### src/rtl/analog_io_pkg.sv
// Shared definitions for the analog I/O pad sequencer: register map,
// STATUS bit layout and sequencing FSM states.
package analog_io_pkg;

  localparam int unsigned WB_DW    = 32;
  localparam int unsigned WB_SW    = 4;
  localparam int unsigned CNT_W    = 8;
  localparam int unsigned REG_SPAN = 12;

  // Register word indices (byte offset >> 2)
  localparam logic [1:0] REG_MODE   = 2'd0;
  localparam logic [1:0] REG_STATUS = 2'd1;
  localparam logic [1:0] REG_LOCK   = 2'd2;

  localparam int unsigned ST_BUSY_BIT    = 0;
  localparam int unsigned ST_LOCK_BIT    = 1;
  localparam int unsigned ST_APPLIED_LSB = 8;

  typedef enum logic [1:0] {
    SEQ_IDLE  = 2'd0,
    SEQ_BREAK = 2'd1,
    SEQ_WAIT  = 2'd2
  } seq_state_e;

  // Expand Wishbone byte selects into a 32-bit write mask
  function automatic logic [WB_DW-1:0] byte_mask(input logic [WB_SW-1:0] sel);
    logic [WB_DW-1:0] m;
    m = '0;
    for (int b = 0; b < int'(WB_SW); b++) begin
      if (sel[b]) m[b*8 +: 8] = 8'hff;
    end
    return m;
  endfunction

endpackage

### src/rtl/analog_io_wb_regs.sv
// Wishbone classic slave for the sequencer: address decode, single-cycle
// ack, MODE/LOCK storage and STATUS readback.
module analog_io_wb_regs
  import analog_io_pkg::*;
#(
  parameter int unsigned NCH       = 6,
  parameter logic [31:0] BASE_ADDR = 32'h3000_0100
) (
  input  logic           clk,
  input  logic           rst_n,
  input  logic           wbs_cyc_i,
  input  logic           wbs_stb_i,
  input  logic           wbs_we_i,
  input  logic [31:0]    wbs_adr_i,
  input  logic [31:0]    wbs_dat_i,
  input  logic [3:0]     wbs_sel_i,
  output logic           wbs_ack_o,
  output logic [31:0]    wbs_dat_o,
  input  logic           busy,
  input  logic [NCH-1:0] applied,
  output logic [NCH-1:0] mode
);

  logic [31:0]    off;
  logic           hit;
  logic [31:0]    wmask;
  logic [31:0]    status;
  logic [31:0]    rdata;
  logic           ack_d;
  logic [31:0]    dat_d;
  logic [NCH-1:0] mode_d;
  logic           lock_q;
  logic           lock_d;

  // Decode, readback mux and register updates
  always_comb begin
    off    = wbs_adr_i - BASE_ADDR;
    hit    = off < 32'(REG_SPAN);
    wmask  = byte_mask(wbs_sel_i);
    status = 32'(applied) << ST_APPLIED_LSB;
    status[ST_BUSY_BIT] = busy;
    status[ST_LOCK_BIT] = lock_q;
    case (off[3:2])
      REG_MODE:   rdata = 32'(mode);
      REG_STATUS: rdata = status;
      REG_LOCK:   rdata = 32'(lock_q);
      default:    rdata = '0;
    endcase

    ack_d  = wbs_cyc_i & wbs_stb_i & hit & ~wbs_ack_o;
    dat_d  = '0;
    mode_d = mode;
    lock_d = lock_q;
    if (ack_d) begin
      if (wbs_we_i) begin
        if (off[3:2] == REG_MODE && !lock_q)
          mode_d = NCH'((32'(mode) & ~wmask) | (wbs_dat_i & wmask));
        if (off[3:2] == REG_LOCK && wbs_sel_i[0] && wbs_dat_i[0])
          lock_d = 1'b1;
      end else begin
        dat_d = rdata;
      end
    end
  end

  always_ff @(posedge clk or negedge rst_n) begin
    if (!rst_n) begin
      wbs_ack_o <= 1'b0;
      wbs_dat_o <= '0;
      mode      <= '0;
      lock_q    <= 1'b0;
    end else begin
      wbs_ack_o <= ack_d;
      wbs_dat_o <= dat_d;
      mode      <= mode_d;
      lock_q    <= lock_d;
    end
  end

endmodule

### src/rtl/analog_io_sequencer.sv
// Break-before-make pad mode sequencer: changing channels are parked in
// analog (driver off) for DEADTIME cycles before the new mode is applied.
module analog_io_sequencer
  import analog_io_pkg::*;
#(
  parameter int unsigned NCH       = 6,
  parameter int unsigned DEADTIME  = 4,
  parameter logic [31:0] BASE_ADDR = 32'h3000_0100
) (
  input  logic           wb_clk_i,
  input  logic           wb_rst_n,
  input  logic           wbs_cyc_i,
  input  logic           wbs_stb_i,
  input  logic           wbs_we_i,
  input  logic [31:0]    wbs_adr_i,
  input  logic [31:0]    wbs_dat_i,
  input  logic [3:0]     wbs_sel_i,
  output logic           wbs_ack_o,
  output logic [31:0]    wbs_dat_o,
  input  logic           la_force_analog,
  output logic [NCH-1:0] io_oeb,
  output logic           busy
);

  seq_state_e     state_q, state_d;
  logic [CNT_W-1:0] cnt_q, cnt_d;
  logic [NCH-1:0] applied_q, applied_d;
  logic [NCH-1:0] latched_q, latched_d;
  logic [NCH-1:0] mode;
  logic [NCH-1:0] target;
  logic [NCH-1:0] oeb_d;
  logic           busy_d;

  analog_io_wb_regs #(
    .NCH       (NCH),
    .BASE_ADDR (BASE_ADDR)
  ) u_regs (
    .clk       (wb_clk_i),
    .rst_n     (wb_rst_n),
    .wbs_cyc_i (wbs_cyc_i),
    .wbs_stb_i (wbs_stb_i),
    .wbs_we_i  (wbs_we_i),
    .wbs_adr_i (wbs_adr_i),
    .wbs_dat_i (wbs_dat_i),
    .wbs_sel_i (wbs_sel_i),
    .wbs_ack_o (wbs_ack_o),
    .wbs_dat_o (wbs_dat_o),
    .busy      (busy),
    .applied   (applied_q),
    .mode      (mode)
  );

  // Next state; force-analog overrides everything and aborts a running sequence
  always_comb begin
    state_d   = state_q;
    cnt_d     = cnt_q;
    applied_d = applied_q;
    latched_d = latched_q;
    target    = la_force_analog ? '0 : mode;

    case (state_q)
      SEQ_IDLE: begin
        if (target != applied_q) begin
          state_d   = SEQ_BREAK;
          latched_d = target;
        end
      end
      SEQ_BREAK: begin
        state_d = SEQ_WAIT;
        cnt_d   = '0;
      end
      SEQ_WAIT: begin
        if (cnt_q == CNT_W'(DEADTIME - 1)) begin
          state_d   = SEQ_IDLE;
          applied_d = latched_q;
          cnt_d     = '0;
        end else begin
          cnt_d = cnt_q + CNT_W'(1);
        end
      end
      default: state_d = SEQ_IDLE;
    endcase

    if (la_force_analog) begin
      state_d   = SEQ_IDLE;
      applied_d = '0;
      cnt_d     = '0;
    end

    // Outputs follow the next state so they line up with the state register
    if (state_d == SEQ_IDLE) oeb_d = ~applied_d;
    else                     oeb_d = ~applied_d | (applied_d ^ latched_d);
    busy_d = (state_d != SEQ_IDLE);
  end

  always_ff @(posedge wb_clk_i or negedge wb_rst_n) begin
    if (!wb_rst_n) begin
      state_q   <= SEQ_IDLE;
      cnt_q     <= '0;
      applied_q <= '0;
      latched_q <= '0;
      io_oeb    <= '1;
      busy      <= 1'b0;
    end else begin
      state_q   <= state_d;
      cnt_q     <= cnt_d;
      applied_q <= applied_d;
      latched_q <= latched_d;
      io_oeb    <= oeb_d;
      busy      <= busy_d;
    end
  end

endmodule

### config.mk
export PLATFORM = sky130hd
export DESIGN_NAME = analog_io_sequencer
export DESIGN_NICKNAME = d
export VERILOG_FILES = /design/src/rtl/analog_io_pkg.sv /design/src/rtl/analog_io_wb_regs.sv /design/src/rtl/analog_io_sequencer.sv
export SDC_FILE = /design/constraint.sdc
export NUM_CORES = 1
export LEC_CHECK = 0
export BUFFER_PORTS_ARGS = -buffer_cell sky130_fd_sc_hd__buf_2
export CAP_MARGIN = 30
export CORE_ASPECT_RATIO = 0.7
export CORE_MARGIN = 2
export CORE_UTILIZATION = 43
export CTS_CLUSTER_SIZE = 40
export DETAILED_ROUTE_END_ITERATION = 7
export PLACE_DENSITY = 0.77
export SYNTH_ARGS = -nofsm -noshare
export SYNTH_HDL_FRONTEND = slang
export SYNTH_SLANG_ARGS = --single-unit
### constraint.sdc
create_clock -name wb_clk_i -period 1.9 [get_ports wb_clk_i]
set_input_delay 0.38 -clock wb_clk_i [delete_from_list [all_inputs] [get_ports wb_clk_i]]
set_output_delay 0.38 -clock wb_clk_i [all_outputs]
set_load 0.01 [all_outputs]
==> results.md <==
* DRC viols at 0
* Top FF cell, synth: dfrtp_1
* Synth warnings at 0
* Synthesized cell area at 0.00255 mm^2
* Core Rows at 23
* Post-place instance area at 0.00296 mm^2
* CTS buffer count at 5
* Most frequent cells in the layout: buf_2, dfrtp_1, nor2_1, conb_1, nand2_1
* Status: finished clean
* Max-Cap Viols at 0
* Die H at 68.4 um
* Most common cell after layout, fill and taps aside: buf_2
* Antenna Cells at 0
* Critical path data required time at 2.10 ns
* Final Hold Viols at 0
* Starting density of the core at 44.5%
* Final Non-Filler Cells at 402
* Worst Reg-to-Reg Cells at 5
* Global route overflow at 0
* Min cycle time layout at 1.83 ns
* # H-tree levels at 2
* DIE WIDTH at 96.0 um
* Max transition margin at 60.2%
* First-pass GRT wire length at 8.67 mm
* HPWL after DPL at 4.48 mm
* Core region area at 0.00573 mm^2
* Clock root cell: clkbuf_8
* Final GP Congestion at 0.827
* Clk Latency, worst-skew pair at 0.31 ns
* Slew Viols, Final at 0
* Reg clk slew, reported paths at 0.09 ns
* Post-synth cell types at 53
* Initial antenna violation count at 0
* VDD IR-drop max at 0.331 mV
* Slew @ Worst Pin at 0.597 ns
* Avg Synthesized Cell Area at 10.4 um^2
* Critical Path AT at 2.03 ns
* R2r setup slk at 0.07 ns
* Post-route ant nets at 0
* Worst setup SP type: register
* Seq/Total Area, Yosys at 48.5%
* Post-Layout Inst Area at 0.00309 mm^2
* Vias in the first global route at 1,729
* Ys async rst share at 100%
* Post-synth EDFFs at 0
* Cell leakage power at 1.47 nW
* Min-Delay Path Class: primary input to asynchronous set/reset pin
* Seq cells post-synth at 49
* Post-CTS Hold Fix Bufs at 0
* Via count at 2,084
* TritonCTS clock tree: built
* Cell Pwr Density at 625 mW/mm^2
* DRT Wirelength at 5.78 mm
* Endpoints failing setup at 0
* Crit end category: register
* Starting DRT DRC Count at 135
* I/O Buffers at 62
* R2r startpoint: u_regs.wbs_ack_o
* Cells after DPL at 394
* RSZ-0062 raised after global routing: true
* Crit Path Class: register to register
* Die Footprint at 0.00656 mm^2
* Area Growth Syn to Fin at 21.2%
* Layout cell share with drive strength beyond 1 at 35.8%
* Tcrit/Tclk final at 96.4%
* Buffers from clock root to sink, at most at 2
* Design Power at 0.00193 W
* I/O Pins at 114
* Synth Instances at 246
* GRT Total Usage at 18.0%
* WL/cell at 14.4 um
* Fin Clk Skew at 0.00370 ns
* Clk sinks at 49
* Fmax at 546 MHz
* NumNets Final at 401
* Drt via density at 5.18
* Largest net degree at the start of global routing at 50
* Drt first pass iters at 4
* Crit path max fanout at 6
==> where the power goes <==
group	total, W	switching [W]	internal (W)
combinational	0.000133	0.0000845	0.0000487
clock	0.000753	0.000359	0.000394
sequential	0.00104	0.00000000000134	0.00104
total	0.00193	0.000443	0.00149
==> cell families after synthesis <==
group           after synthesis  share of synthesized area, %
compound gates               59                          15.7
flops                        49                          48.5
other cells                   1                         0.147
buf+inv                      32                          8.01
mux                           9                          4.82
fa+ha+maj                     1                         0.491
simple gates                 89                          20.3
xor+xnor                      6                          2.06
==> cells in the mapped netlist, types with 2 or more instances <==
master | number | area share [%]
and4bb_2 | 2 | 0.98
and2_1 | 4 | 0.98
xnor2_1 | 5 | 1.7
and3b_1 | 2 | 0.69
nor4b_1 | 2 | 0.69
o21ai_2 | 2 | 0.69
nor2b_1 | 3 | 0.74
buf_4 | 20 | 5.9
o21ai_1 | 5 | 0.98
a21oi_1 | 13 | 2.6
nand4_1 | 3 | 0.74
nor4_1 | 4 | 0.98
nor3_1 | 3 | 0.59
o31ai_1 | 3 | 0.88
mux2_2 | 2 | 0.88
nor2_1 | 24 | 3.5
nor4_2 | 2 | 0.98
inv_1 | 9 | 1.3
nand2_1 | 19 | 2.8
dfrtp_1 | 43 | 42
a22o_1 | 6 | 2.1
o21ai_0 | 16 | 3.1
a31oi_1 | 2 | 0.49
nand3_1 | 6 | 1.2
nand2b_1 | 2 | 0.49
a22oi_1 | 4 | 1.2
dfstp_2 | 6 | 6.2
mux2_4 | 6 | 3.5
and3_1 | 4 | 0.98
==> metrics by stage <==
| step | worst slack, ns | util (%) | TNS (ns) | hold slack (ns) |
|---|---|---|---|---|
| finish | 0.0689 | 53.9 | 0 | 0.152 |
| global route | -0.0771 | 53.9 | -0.432 | 0.215 |
| CTS | 0.0446 | 53.8 | 0 | 0.176 |
| detailed placement | -0.0840 | 51.8 | -0.466 | 0.475 |
| global placement | -0.0442 | 51.8 | -0.255 | 0.469 |
| floorplan | 0.0990 | - | 0 | 0.0844 |
==> cell type report <==
| type | count | area [um^2] |
|---|---|---|
| clock buffers | 5 | 68.8 |
| clock inverters | 3 | 46.3 |
| fillers | 509 | 2640 |
| inverters | 9 | 33.8 |
| multi-input cells | 184 | 1180 |
| flip-flops and latches | 49 | 1230 |
| well taps | 75 | 93.8 |
| repair buffers | 77 | 427 |
==> how the worst max path moves through the flow <==
stage / endpoint / cells past startpoint / from / slack (ns)
global placement: register / 6 / wbs_adr_i[21] / -0.04
finish: register / 5 / u_regs.wbs_ack_o / 0.07
global route: register / 5 / u_regs.wbs_ack_o / -0.08
detailed placement: register / 6 / wbs_adr_i[26] / -0.08
floorplan: cnt_q[5] / 7 / cnt_q[0] / 0.1
CTS: cnt_q[3] / 7 / cnt_q[0] / 0.04
==> critical path, cell delays in order, from the launching register on <==
cell and delay (ns):
dfrtp_1 0.39, and4bb_2 0.34, nand4_1 0.16, a2111oi_4 0.29, nand3_4 0.20, mux2_4 0.34
==> repair_timing <==
item | 4_1_cts | 5_1_grt
gates resized for setup | 0 | 6
endpoints found under the setup margin | 0 | 18
buffers inserted | 0 | 0
==> per-layer routing <==
layer / GRT usage (%) / part of all wire, % / wire length (um)
met5: 0 / 0 / 0
met4: 7.32 / 1.4 / 83
met3: 4.52 / 7.4 / 428
met2: 26.3 / 46 / 2640
met1: 25.5 / 46 / 2630
(Power assumes the default switching activity.)
